--- src/rtl/seg7_pkg.sv ---
// Shared seven-segment glyph table, FSM states and helpers
// for the hex/decimal display controller.
package seg7_pkg;

  localparam logic [6:0] G_0 = 7'b0000001;
  localparam logic [6:0] G_1 = 7'b1001111;
  localparam logic [6:0] G_2 = 7'b0010010;
  localparam logic [6:0] G_3 = 7'b0000110;
  localparam logic [6:0] G_4 = 7'b1001100;
  localparam logic [6:0] G_5 = 7'b0100100;
  localparam logic [6:0] G_6 = 7'b0100000;
  localparam logic [6:0] G_7 = 7'b0001111;
  localparam logic [6:0] G_8 = 7'b0000000;
  localparam logic [6:0] G_9 = 7'b0000100;
  localparam logic [6:0] G_A = 7'b0001000;
  localparam logic [6:0] G_B = 7'b1100000;
  localparam logic [6:0] G_C = 7'b0110001;
  localparam logic [6:0] G_D = 7'b1000010;
  localparam logic [6:0] G_E = 7'b0110000;
  localparam logic [6:0] G_F = 7'b0111000;
  localparam logic [6:0] BLANK = 7'b1111111;
  localparam logic [6:0] DASH = 7'b1111110;

  typedef enum logic [1:0] {
    S_IDLE,
    S_CONV,
    S_COMMIT
  } state_t;

  function automatic logic [6:0] glyph(
    input logic [3:0] nibble
  );
    logic [6:0] g;
    unique case (nibble)
      4'h0: g = G_0;
      4'h1: g = G_1;
      4'h2: g = G_2;
      4'h3: g = G_3;
      4'h4: g = G_4;
      4'h5: g = G_5;
      4'h6: g = G_6;
      4'h7: g = G_7;
      4'h8: g = G_8;
      4'h9: g = G_9;
      4'hA: g = G_A;
      4'hB: g = G_B;
      4'hC: g = G_C;
      4'hD: g = G_D;
      4'hE: g = G_E;
      4'hF: g = G_F;
    endcase
    return g;
  endfunction

  function automatic logic [63:0] pow10(
    input int n
  );
    logic [63:0] p;
    p = 64'd1;
    for (int i = 0; i < n; i++)
      p = p * 64'd10;
    return p;
  endfunction

endpackage

--- src/rtl/seg7_glyph.sv ---
// Combinational nibble to active-low a..g glyph.
module seg7_glyph
  import seg7_pkg::*;
(
  input  logic [3:0] nibble,
  output logic [6:0] seg
);

  assign seg = glyph(nibble);

endmodule

--- src/rtl/hex_display_ctrl.sv ---
// Multi-digit seven-segment driver: hex or double-dabble BCD,
// leading-zero blanking, overflow dashes and blink.
module hex_display_ctrl
  import seg7_pkg::*;
#(
  parameter int DIGITS = 4,
  parameter int WIDTH = 14,
  parameter int BLINK_HALF = 25_000_000
) (
  input  logic                  Clock,
  input  logic                  Resetn,
  input  logic                  load,
  input  logic [WIDTH-1:0]      value,
  input  logic                  dec_mode,
  input  logic                  lz_blank,
  input  logic                  blink_en,
  output logic                  busy,
  output logic                  overflow,
  output logic [7*DIGITS-1:0]   HEX
);

  localparam int NB = 4 * DIGITS;
  localparam logic [63:0] LIMIT = pow10(DIGITS);
  localparam logic [5:0] LAST = 6'(WIDTH - 1);
  localparam logic [31:0] BL_MAX = 32'(BLINK_HALF - 1);

  state_t state_q, state_d;
  logic [WIDTH-1:0] val_q, val_d;
  logic dm_q, dm_d;
  logic lz_q, lz_d;
  logic ovp_q, ovp_d;
  logic [5:0] cnt_q, cnt_d;
  logic [NB-1:0] bcd_q, bcd_d;
  logic [NB-1:0] dig_q, dig_d;
  logic [NB-1:0] adj;
  logic [NB-1:0] hex_bits;
  logic ovf_q, ovf_d;
  logic lzc_q, lzc_d;
  logic ld_q, ld_d;
  logic busy_q, busy_d;
  logic [31:0] bcnt_q, bcnt_d;
  logic ph_q, ph_d;
  logic [7*DIGITS-1:0] hex_q, hex_d;
  logic ovf_hex, ovf_dec;
  logic [6:0] gl [DIGITS];

  if (WIDTH > NB) begin : g_wide
    assign ovf_hex = |value[WIDTH-1:NB];
    assign hex_bits = val_q[NB-1:0];
  end else begin : g_narrow
    assign ovf_hex = 1'b0;
    assign hex_bits = NB'(val_q);
  end

  assign ovf_dec = 64'(value) >= LIMIT;

  for (genvar i = 0; i < DIGITS; i++) begin : g_gl
    seg7_glyph u_gl (
      .nibble (dig_q[4*i +: 4]),
      .seg    (gl[i])
    );
  end

  always_comb begin
    adj = '0;
    for (int i = 0; i < DIGITS; i++)
      adj[4*i +: 4] = (bcd_q[4*i +: 4] >= 4'd5)
                    ? bcd_q[4*i +: 4] + 4'd3
                    : bcd_q[4*i +: 4];
  end

  always_comb begin
    state_d = state_q;
    val_d = val_q;
    dm_d = dm_q;
    lz_d = lz_q;
    ovp_d = ovp_q;
    cnt_d = cnt_q;
    bcd_d = bcd_q;
    dig_d = dig_q;
    ovf_d = ovf_q;
    lzc_d = lzc_q;
    ld_d = ld_q;
    unique case (state_q)
      S_IDLE: begin
        if (load) begin
          val_d = value;
          dm_d = dec_mode;
          lz_d = lz_blank;
          ovp_d = dec_mode ? ovf_dec : ovf_hex;
          cnt_d = LAST;
          bcd_d = '0;
          state_d = S_CONV;
        end
      end
      S_CONV: begin
        if (!dm_q) begin
          bcd_d = hex_bits;
          state_d = S_COMMIT;
        end else begin
          bcd_d = {adj[NB-2:0], val_q[WIDTH-1]};
          val_d = val_q << 1;
          cnt_d = cnt_q - 6'd1;
          if (cnt_q == 6'd0)
            state_d = S_COMMIT;
        end
      end
      S_COMMIT: begin
        dig_d = bcd_q;
        ovf_d = ovp_q;
        lzc_d = lz_q;
        ld_d = 1'b1;
        state_d = S_IDLE;
      end
      default: state_d = S_IDLE;
    endcase
    busy_d = (state_d != S_IDLE);
  end

  always_comb begin
    bcnt_d = bcnt_q + 32'd1;
    ph_d = ph_q;
    if (bcnt_q >= BL_MAX) begin
      bcnt_d = '0;
      ph_d = ~ph_q;
    end
  end

  always_comb begin
    logic seen;
    logic [6:0] seg;
    seen = 1'b0;
    seg = BLANK;
    hex_d = '1;
    for (int i = DIGITS - 1; i >= 0; i--) begin
      seen = seen | (dig_q[4*i +: 4] != 4'd0);
      seg = gl[i];
      if (lzc_q && !seen && i != 0)
        seg = BLANK;
      if (ovf_q)
        seg = DASH;
      if (!ld_q || (blink_en && ph_q))
        seg = BLANK;
      hex_d[7*i +: 7] = seg;
    end
  end

  always_ff @(posedge Clock) begin
    if (!Resetn) begin
      state_q <= S_IDLE;
      val_q <= '0;
      dm_q <= 1'b0;
      lz_q <= 1'b0;
      ovp_q <= 1'b0;
      cnt_q <= '0;
      bcd_q <= '0;
      dig_q <= '0;
      ovf_q <= 1'b0;
      lzc_q <= 1'b0;
      ld_q <= 1'b0;
      busy_q <= 1'b0;
      bcnt_q <= '0;
      ph_q <= 1'b0;
      hex_q <= '1;
    end else begin
      state_q <= state_d;
      val_q <= val_d;
      dm_q <= dm_d;
      lz_q <= lz_d;
      ovp_q <= ovp_d;
      cnt_q <= cnt_d;
      bcd_q <= bcd_d;
      dig_q <= dig_d;
      ovf_q <= ovf_d;
      lzc_q <= lzc_d;
      ld_q <= ld_d;
      busy_q <= busy_d;
      bcnt_q <= bcnt_d;
      ph_q <= ph_d;
      hex_q <= hex_d;
    end
  end

  assign busy = busy_q;
  assign overflow = ovf_q;
  assign HEX = hex_q;

endmodule
--- config.mk ---
export PLATFORM = sky130hd
export DESIGN_NAME = hex_display_ctrl
export DESIGN_NICKNAME = d
export VERILOG_FILES = /design/src/rtl/seg7_pkg.sv /design/src/rtl/seg7_glyph.sv /design/src/rtl/hex_display_ctrl.sv
export SDC_FILE = /design/constraint.sdc
export NUM_CORES = 1
export LEC_CHECK = 0
export ABC_AREA = 1
export ABC_CLOCK_PERIOD_IN_PS = 2690
export CAP_MARGIN = 0
export CELL_PAD_IN_SITES_DETAIL_PLACEMENT = 1
export CELL_PAD_IN_SITES_GLOBAL_PLACEMENT = 1
export CORE_UTILIZATION = 43
export CTS_CLUSTER_SIZE = 28
export DETAILED_ROUTE_END_ITERATION = 10
export PLACE_DENSITY_LB_ADDON = 0.1
export SLEW_MARGIN = 20
export SYNTH_ARGS = -nofsm -noshare
export SYNTH_HDL_FRONTEND = slang
export SYNTH_SLANG_ARGS = --single-unit
--- constraint.sdc ---
create_clock -name Clock -period 2.69 [get_ports Clock]
set_input_delay 0.4035 -clock Clock [delete_from_list [all_inputs] [get_ports Clock]]
set_output_delay 0.4035 -clock Clock [all_outputs]
set_load 0.01 [all_outputs]
Yosys cells after proc, flatten, opt, wreduce, memory -nomap -nowiden --
Memory sizes are Yosys's and may differ from the RTL's. A register that Yosys moved wholly into a read port is not among the register bits. Index checks and enable logic that the tools add are counted.
Storage, ports and cells: register bits after elaboration 122, bits in latches 0, bits in writable memories 0, bits in read-only memories 448, input bits 20, logic and storage cells 101, memories kept 4
Memory list:
- (no name shown) | words 16, bits a word 7, rd ports 1, clocked after Yosys merged registers in 1, write ports 0, line seg7_pkg.sv:34 | unique case (nibble)
- (no name shown) | words 16, bits a word 7, rd ports 1, clocked after Yosys merged registers in 1, write ports 0, line seg7_pkg.sv:34
- (no name shown) | words 16, bits a word 7, rd ports 1, clocked after Yosys merged registers in 1, write ports 0, line seg7_pkg.sv:34
- (no name shown) | words 16, bits a word 7, rd ports 1, clocked after Yosys merged registers in 1, write ports 0, line seg7_pkg.sv:34
Cells by class: $add $sub $neg 6, multipliers 0, div/mod/pow operators 0, $lt $le $gt $ge 6, equal/unequal tests 4, shift operators 0, multiplexer cells 33, bitwise logic cells 4, reduce and logical (&&, ||, !) cells 25
Operators by type and width (count):
- $mux 4 | 11
- $add 32x1->32 const B | 1
- $ge 32x25->1 const B | 1
- $mux 16 | 2
- $pmux 16 s2 | 1
- $mux 14 | 2
- $pmux 14 s2 | 1
- $ge 4x3->1 const B | 4
- $ge 14x14->1 const B | 1
- $add 4x2->4 const B | 3
- $mux 6 | 2
- $pmux 6 s2 | 1
- $reduce_bool 4->1 | 3
- $reduce_or 4->1 | 3
- $mux 1 | 8
- $logic_not 6->1 | 1
- $mux 2 | 3
- $sub 6x1->6 const B | 1
- $logic_and 1x1->1 | 4
- $logic_not 1->1 | 4
- $ne 2x2->1 const B | 2
- $pmux 2 s2 | 1
- $reduce_and 2->1 | 2
- $reduce_bool 2->1 | 2
- other kinds (11) | 14

Longest topological paths before layout --
depth in word-level cells 7, mapped depth 12

By module --
From an unflattened synthesis, not the netlist that was laid out.
Second synthesis, totals: cells, all modules 885, area total of the unflattened synthesis 6273.5 um^2
Modules (own cells, without submodules):
- hex_display_ctrl | times used 1, cells an instance 689, area an instance 5182.5 um^2, seq. area each 2442.3 um^2
- seg7_glyph at g_gl[0].u_gl ... | times used 3, cells an instance 49, area an instance 274.0 um^2, seq. area each 0.0 um^2
- seg7_glyph at g_gl[2].u_gl | times used 1, cells an instance 49, area an instance 269.0 um^2, seq. area each 0.0 um^2

Worst setup path before layout --
OpenSTA, ideal clock, no wires.
path type input port to flip-flop, start point in Resetn, end point reg g_gl[3].u_gl.seg[3] (netlist name), library setup time 0.115 ns, data arrival time 1.821 ns, required time 2.575 ns, path slack 0.754 ns, cell stages on the path 9, cells stage by stage inv_2 -> buf_2 -> nor2_1 -> o21ai_1 -> inv_1 -> ha_1 -> nand2_1 -> o21ai_0 -> o21a_1
Between the ends: longest elaborated chain between the ends 1
Ends and longest elaborated chain:
- start, declared | line hex_display_ctrl.sv:11 | input logic Resetn,
- $mux 4 (no line)
No other way between the ends. A chain may end at the register's enable or synchronous reset.

Worst setup path in the final report --
start point reg state_q[1], end point reg g_gl[2].u_gl.seg[3] (netlist name)
Between the ends: longest elaborated chain between the ends 3
Ends and longest elaborated chain:
- start, declared | line hex_display_ctrl.sv:27 | state_t state_q, state_d;
- start signal, assigned | line hex_display_ctrl.sv:166 | state_q <= state_d;
- $eq 2x2->1 | line hex_display_ctrl.sv:84 | unique case (state_q)
- $mux 4 (no line) (2 in series)
No other way between the ends.

==> summary.txt <==
Status
  • Outcome: finished, final reports clean

Clock network
  • H-tree depth: 4
  • Clk slew on worst S/H paths: 0.06 ns
  • CTS resizes: 0
  • CTS tree: built
  • Longest Clk Path Bufs: 2
  • CTS Hold Bufs: 0
  • TritonCTS Buffers: 17
  • Clock Latency Late Sink: between 0.4 and 0.5 ns
  • Clock root buffer: clkbuf_16
  • Clock Sinks: 150
  • # Post-CTS Setup Buffers: 0

Floorplan
  • Die Footprint: 0.0163 mm2
  • Std-Cell Rows: 45
  • Die height: roughly 130 um
  • Core area: 0.0153 mm2
  • Num ports: 50
  • Die width: approximately 130 um
  • Initial Utilization: 0.443

Critical path
  • Worst Path Buf+Inv: 2
  • WP data required: 3.05 ns
  • CP most frequent cell: nand2_1
  • Slowest-stage cell, CP: dfxtp_1
  • Crit path largest cell delay: 0.46 ns
  • Startpoint Class: register
  • Crit path kind: reg -> reg
  • Worst setup EP type: register
  • Critical path's top delay family: simple AND/OR/NAND/NOR gates
  • WP data arrival: 2.64 ns
  • Crit-path max FO: 18
  • Crit-path cells: inv_2 -> nor2_4 -> nor2_1 -> nor3_4 -> inv_1 -> ha_1 -> o21ai_0 -> nand2_1 -> nand2_1

STA
  • Fmax: 439 MHz
  • Tcrit/Tclk final: 0.847
  • Final Hold Fails: 0
  • Worst slew margin: 0.575
  • Final Setup Violations: 0
  • Post-layout min period: 2.28 ns
  • RSZ-0062 raised after global routing: false
  • Count of pins over their slew limit: 0
  • Worst slew pin tran: 0.632 ns
  • Fin Clk Skew: ~0.009 ns
  • Total Neg Setup Slack: 0 ns
  • Final WS setup: between 0.4 and 0.5 ns

Power and ir drop
  • Sequential power share: 0.459
  • Clock network fraction of total power: 0.435
  • Combinational fraction of design power: 0.107
  • Sw Ratio: 0.251
  • Static Leak: 3.42 nW
  • Internal: 0.00395 W
  • PD cells: 653 mW/mm2
  • Switching power: about 0.0013 W
  • Maximum VDD drop: about 410 uV

Synth
  • Syn Area/Cell: between 7 and 8 um2
  • Area leader, netlist: dfxtp_1
  • Yosys reg bits: 150
  • Ys Warns: 0
  • Synth area leaders: dfxtp_1 (44%), nand2_1 (14%), ha_1 (6.3%), nor2_1 (5.9%), inv_1 (5.2%)
  • Post-synth EDFFs: 0
  • Sequential area share after synthesis: 0.443
  • Top cell type's share of synthesized area: 0.443
  • Asr flop ratio synth: 0
  • Mapped Cells: between 900 and 1000
  • Synth unique cells: 38
  • Synth Flop Type: dfxtp_1
  • Synth Cell Area: 0.00678 mm2

Routing
  • Post-route ant nets: 0
  • Drt pass-1 iters: 4
  • Via count: 5968
  • Total Wirelength: between 15000 and 20000 um
  • Routed wire per std cell: 14.2 um
  • # DRC: 0
  • 1st-iter DRT viols: around 300
  • Routed vias/inst: ~5.0

Placement
  • Placed cell area: 0.00750 mm2
  • Placed cell count: between 1000 and 1500
  • Port bufs: 49
  • Dpl hpwl: approximately 13000 um
  • Post-Place Worst Slack: 0.171 ns
  • Routability cong.: about 0.86

GRT
  • Grt ovf: 0
  • Vias in the first global route: 6176
  • Initial antenna violation count: 0
  • Largest net degree at the start of global routing: 29
  • First-pass GRT wire length: approximately 29000 um
  • Global Route Usage Sum: 0.227

Cells and area
  • Area Growth Syn to Fin: 18.9%
  • Share of layout cells above drive strength 1: 0.0854
  • # diodes: 0
  • Final Cell Area: 0.00806 mm2
  • Nets: 1028
  • Fillers: 1952
  • Post-route insts no fill: between 1000 and 1500
  • Commonest non-fill, non-tap cells in the layout: nand2_1 (247), dfxtp_1 (150), nor2_1 (107)
  • Commonest non-fill, non-tap cell in the layout: nand2_1

Run
  • Max Cap Viol: 0

Min path
  • Hold Crit Class: reg -> reg
through the flow:
stage	total power (W)	hold WS [ns]	util
global placement	0.00299	0.391	0.490
global route	0.00551	0.424	0.526
CTS	0.00533	0.408	0.526
floorplan	0.00283	0.388	-
detailed placement	0.00303	0.395	0.490
finish	0.00527	0.406	0.526
final timing paths:
| check | from | endpoint | cells after the start | slack, ns |
|---|---|---|---|---|
| max | state_q[1]$_SDFF_PN0_ | g_gl[2].u_gl.seg[3]$_DFF_P_ | 9 | 0.41 |
| min | g_gl[2].u_gl.seg[1]$_DFF_P_ | HEX[15]$_SDFF_PP1_ | 2 | 0.41 |
| max reg2reg | state_q[1]$_SDFF_PN0_ | g_gl[2].u_gl.seg[3]$_DFF_P_ | 9 | 0.41 |
| min reg2reg | g_gl[2].u_gl.seg[1]$_DFF_P_ | HEX[15]$_SDFF_PP1_ | 2 | 0.41 |
worst register-to-register path: stages, from the launching register on:
cell and delay [ns]:
dfxtp_1 0.46, inv_2 0.09, nor2_4 0.41, nor2_1 0.18, nor3_4 0.29, inv_1 0.15
ha_1 0.32, o21ai_0 0.18, nand2_1 0.07, nand2_1 0.07
metal layers:
metal  global-route usage  up-vias  share of wire
met5                    0        -              0
met4               0.0728        0          0.015
met3               0.0444       24          0.022
met2                0.424       68           0.52
met1                0.256     2860           0.45
li1                     -     3016              -
state kept, by name, summed over array words and instances, names as in the netlist, 2 cells and up:
register,count
bcnt_q,32
HEX,28
g_gl.u_gl.seg,28
bcd_q,16
dig_q,16
val_q,14
cnt_q,6
state_q,2
final cells by class:
| class | count | area (um2) | share of cell area |
|---|---|---|---|
| multi-input combinational | 648 | 3310 | 0.411 |
| sequential | 150 | 3000 | 0.373 |
| tap | 211 | 264 | 0.0328 |
| inverter | 102 | 388 | 0.0481 |
| clock buffer | 20 | 457 | 0.0567 |
| clock inverter | 9 | 104 | 0.0129 |
| timing repair buffer | 55 | 536 | 0.0664 |
Yosys cell counts, types with 2 or more instances:
master and number:
inv_2 6, nand2_2 3, nand2_1 247, buf_1 2, nor3_4 6, a21oi_1 42, o21ai_0 60, or2_2 23
buf_4 2, nor4_1 3, o31ai_1 2, clkbuf_1 4, nand4_1 6, nor2_2 3, o21a_1 3, o21ai_1 8
inv_1 93, nand3b_1 4, dfxtp_1 150, nor2_1 107, ha_1 34, a211oi_1 2, buf_2 8, xor2_1 7
nand3_1 45, nor2_4 4, buf_6 2, a31oi_1 14, o211ai_1 4, clkinv_2 2, xnor2_1 7, nor3_1 3
cells by family (layout without fill, tap and decap cells):
kind of cell,count (synthesis),after routing,share of synthesized area
flops,150,150,0.443
buf+inv,120,186,0.0720
fa+ha+maj,34,34,0.0628
xor+xnor,14,14,0.0181
compound gates,137,137,0.108
other cells,1,7,0.000553
simple gates,456,456,0.295
power groups by stage:
| stage | Clock [W] | Combinational, W | Sequential, W |
|---|---|---|---|
| floorplan | 0 | 0.000381 | 0.00245 |
| global placement | 0 | 0.000533 | 0.00246 |
| detailed placement | 0 | 0.000562 | 0.00246 |
| CTS | 0.00234 | 0.000568 | 0.00242 |
| global route | 0.00244 | 0.000642 | 0.00243 |
| finish | 0.00229 | 0.000563 | 0.00242 |
Note: power is estimated with default switching activity, not from simulation.
==> RTL edit: new RTL, config.mk and constraints unchanged <==
Make the reset (`Resetn`) asynchronous in one clocked block.
--- a/src/rtl/hex_display_ctrl.sv
+++ b/src/rtl/hex_display_ctrl.sv
@@ -146,5 +146,5 @@
   end
 
-  always_ff @(posedge Clock) begin
+  always_ff @(posedge Clock or negedge Resetn) begin
     if (!Resetn) begin
       state_q <= S_IDLE;
Formal check against the unedited RTL: differs if Resetn is asserted again (counterexample within 4 cycles, from zero or initial values and one cycle with Resetn low); with Resetn held inactive, the same outputs for 4 cycles.
==> RTL edit against the original RTL <==
- the run now ends with hold timing left
- worst setup slack better by 0.39 ns
- non-clock buffer count decreased by 1
- via count decreased by 8.8%
- sequential cell count decreased by 28
- synthesized area down 4.6%
- wire length is 2.6% lower
- final area decreased by 4.6%
- critical path type is now flip-flop to output pin
- largest cell class is now flip-flops and latches
Power is not compared: it rests on default switching activity, and its combinational part moved more than twofold at a synthesized area within 25%.
==> RTL edit: results (changes against the original RTL) <==
- The share of the synthesized area in compound gates (AO/OA/AOI/OAI) is 12.8% (+2.0 points).
* Weighted congestion at the end of routability-driven global placement: 0.828 (-3.3%)
- The global-route usage over all layers is 22.9% (+0.26 points).
* Final nets: 906 (-12%)
- The final antenna diode count was 0 (unchanged).
- The post-synthesis xor/xnor area fraction is 2.17% (+0.36 points).
- Met2 routed WL: 8460 um (-3.6%)
- Violated checks: hold timing
- Maximum number of pins on one net before global-route repair: 65 (+120%)
- Worst Hold Class: input port to asynchronous set/reset pin
* Synth Area in Adders: 6.58% (+0.30 points)
- The detailed-placement wirelength estimate came to 12400 um (-2.2%).
- Global routing met3 resource utilization: 4.94% (+0.50 points)
* CTS Buffer Depth: 2 (unchanged)
- Wire length per cell after detailed routing: 15.7 um (+11%)
- Sequential area share after synthesis: 47.8% (+3.5 points)
- Top post-synthesis cells by area: sky130_fd_sc_hd__dfrtp_1 36%, sky130_fd_sc_hd__dfstp_2 11%, sky130_fd_sc_hd__nand2_1 11%
- VDD IR max: 534 uV
- Master of the slowest instance on the critical path: sky130_fd_sc_hd__clkdlybuf4s50_1
- Post-synth cell types: 39 (+2.6%)
- Fraction of final layout cells sized beyond drive strength 1: 9.25% (+0.71 points)
* Primary flip-flop cell chosen by synthesis mapping: sky130_fd_sc_hd__dfrtp_1
- Max Clock Skew: 0.00748 ns (-0.00179 ns)
* Highest Signal Layer: met4
- The flow ran to the end, but the final reports show violations.
* CTS HTree Levels: 4 (unchanged)
* Wire length of the first global-routing pass: 28600 um (-1.9%)
- The maximum fanout count along the critical path is 1 (-17).
- The met2 usage in global routing is 40.2% (-2.2 points).
- Detailed-routing iteration count for the pre-antenna-repair pass: 5 (+1)
- Max incr delay on CP: 0.55 ns (+0.09 ns)
- The overall via count from detail_route was 5443 (-8.8%).
* Grt met1 use: 28.1% (+2.5 points)
* Async set-or-reset flop fraction in the synthesized netlist: 100% (+100 points)
* Vias in the first global route: 5869 (-5.0%)
* Most used standard cells in the synthesized netlist: 196 x sky130_fd_sc_hd__nand2_1, 101 x sky130_fd_sc_hd__inv_1, 94 x sky130_fd_sc_hd__dfrtp_1
- Sum of routed wire segments on met1: 7360 um (-2.5%)
* Worst Hold Slack: -0.00616 ns (-0.412 ns)
- The number of endpoints with negative hold slack in the final report was 1 (+1).
* Arrival time worst endpoint: 1.48 ns (-1.16 ns)
- The kind of cell with the highest combined delay along the critical path is buffers and inverters.
* Met3 wire length: 460 um (+21%)
- Fill cell total of the finished layout: 1771 (-9.3%)
* Number of DRC markers after the initial detailed-route iteration: 303 (+0.33%)
- The flip-flop count of the largest register, all copies and words added was 32 (unchanged).
- The worst slew margin relative to its limit came to 59.4% (+1.9 points).
==> RTL edit: cell count changes after synthesis, sizes merged, moves of 8 or more <==
cell	unedited run	this run
nor2	114	88
o21ai	68	85
dfrtp	0	94
or2	23	0
dfxtp	150	0
a31oi	14	6
a21oi	42	25
dfstp	0	28
nand2	251	199
==> RTL edit: area by class of cell <==
type / instances / area, sq um / share of cell area (%)
timing repair buffer: 54 / 538 / 7.00
tap: 184 / 230 / 2.99
sequential: 122 / 3090 / 40.1
clock buffer: 24 / 482 / 6.26
inverter: 105 / 394 / 5.12
clock inverter: 8 / 68.8 / 0.895
multi-input combinational: 552 / 2890 / 37.6
==> RTL edit: power by group <==
group / switching [mW] / internal, mW
Sequential: 0.535 / 2.57
Clock: 0.780 / 1.33
Combinational: 1.92 / 1.21
==> RTL edit: stage by stage <==
step / worst slack [ns] / cells / area (sq um) / utilization, % / hold WS, ns
4_1_cts: 0.775 / 1049 / 7690 / 52.7 / 0.00941
3_3_place_gp: 0.776 / 1017 / 7140 / 48.9 / 0.441
3_5_place_dp: 0.696 / 1017 / 7140 / 48.9 / 0.450
2_1_floorplan: 1.29 / 800 / 6490 / - / 0.108
5_1_grt: 0.573 / 1049 / 7690 / 52.7 / 0.0234
6_report: 0.805 / 1049 / 7690 / 52.7 / -0.00616
==> RTL edit: path summary, 6_finish.rpt <==
| check | from | cells after the start | slack, ns | to |
|---|---|---|---|---|
| max | HEX[9] | 1 | 0.81 | HEX[9] |
| min | Resetn | 1 | -0.006 | dig_q[1] |
| max reg2reg | dm_q | 5 | 0.81 | val_q[11] |
| min reg2reg | bcnt_q[0] | 1 | 0.47 | bcnt_q[0] |
| max in group asynchronous | Resetn | 2 | 1.95 | HEX[2] |
| min in group Clock | bcnt_q[0] | 1 | 0.47 | bcnt_q[0] |
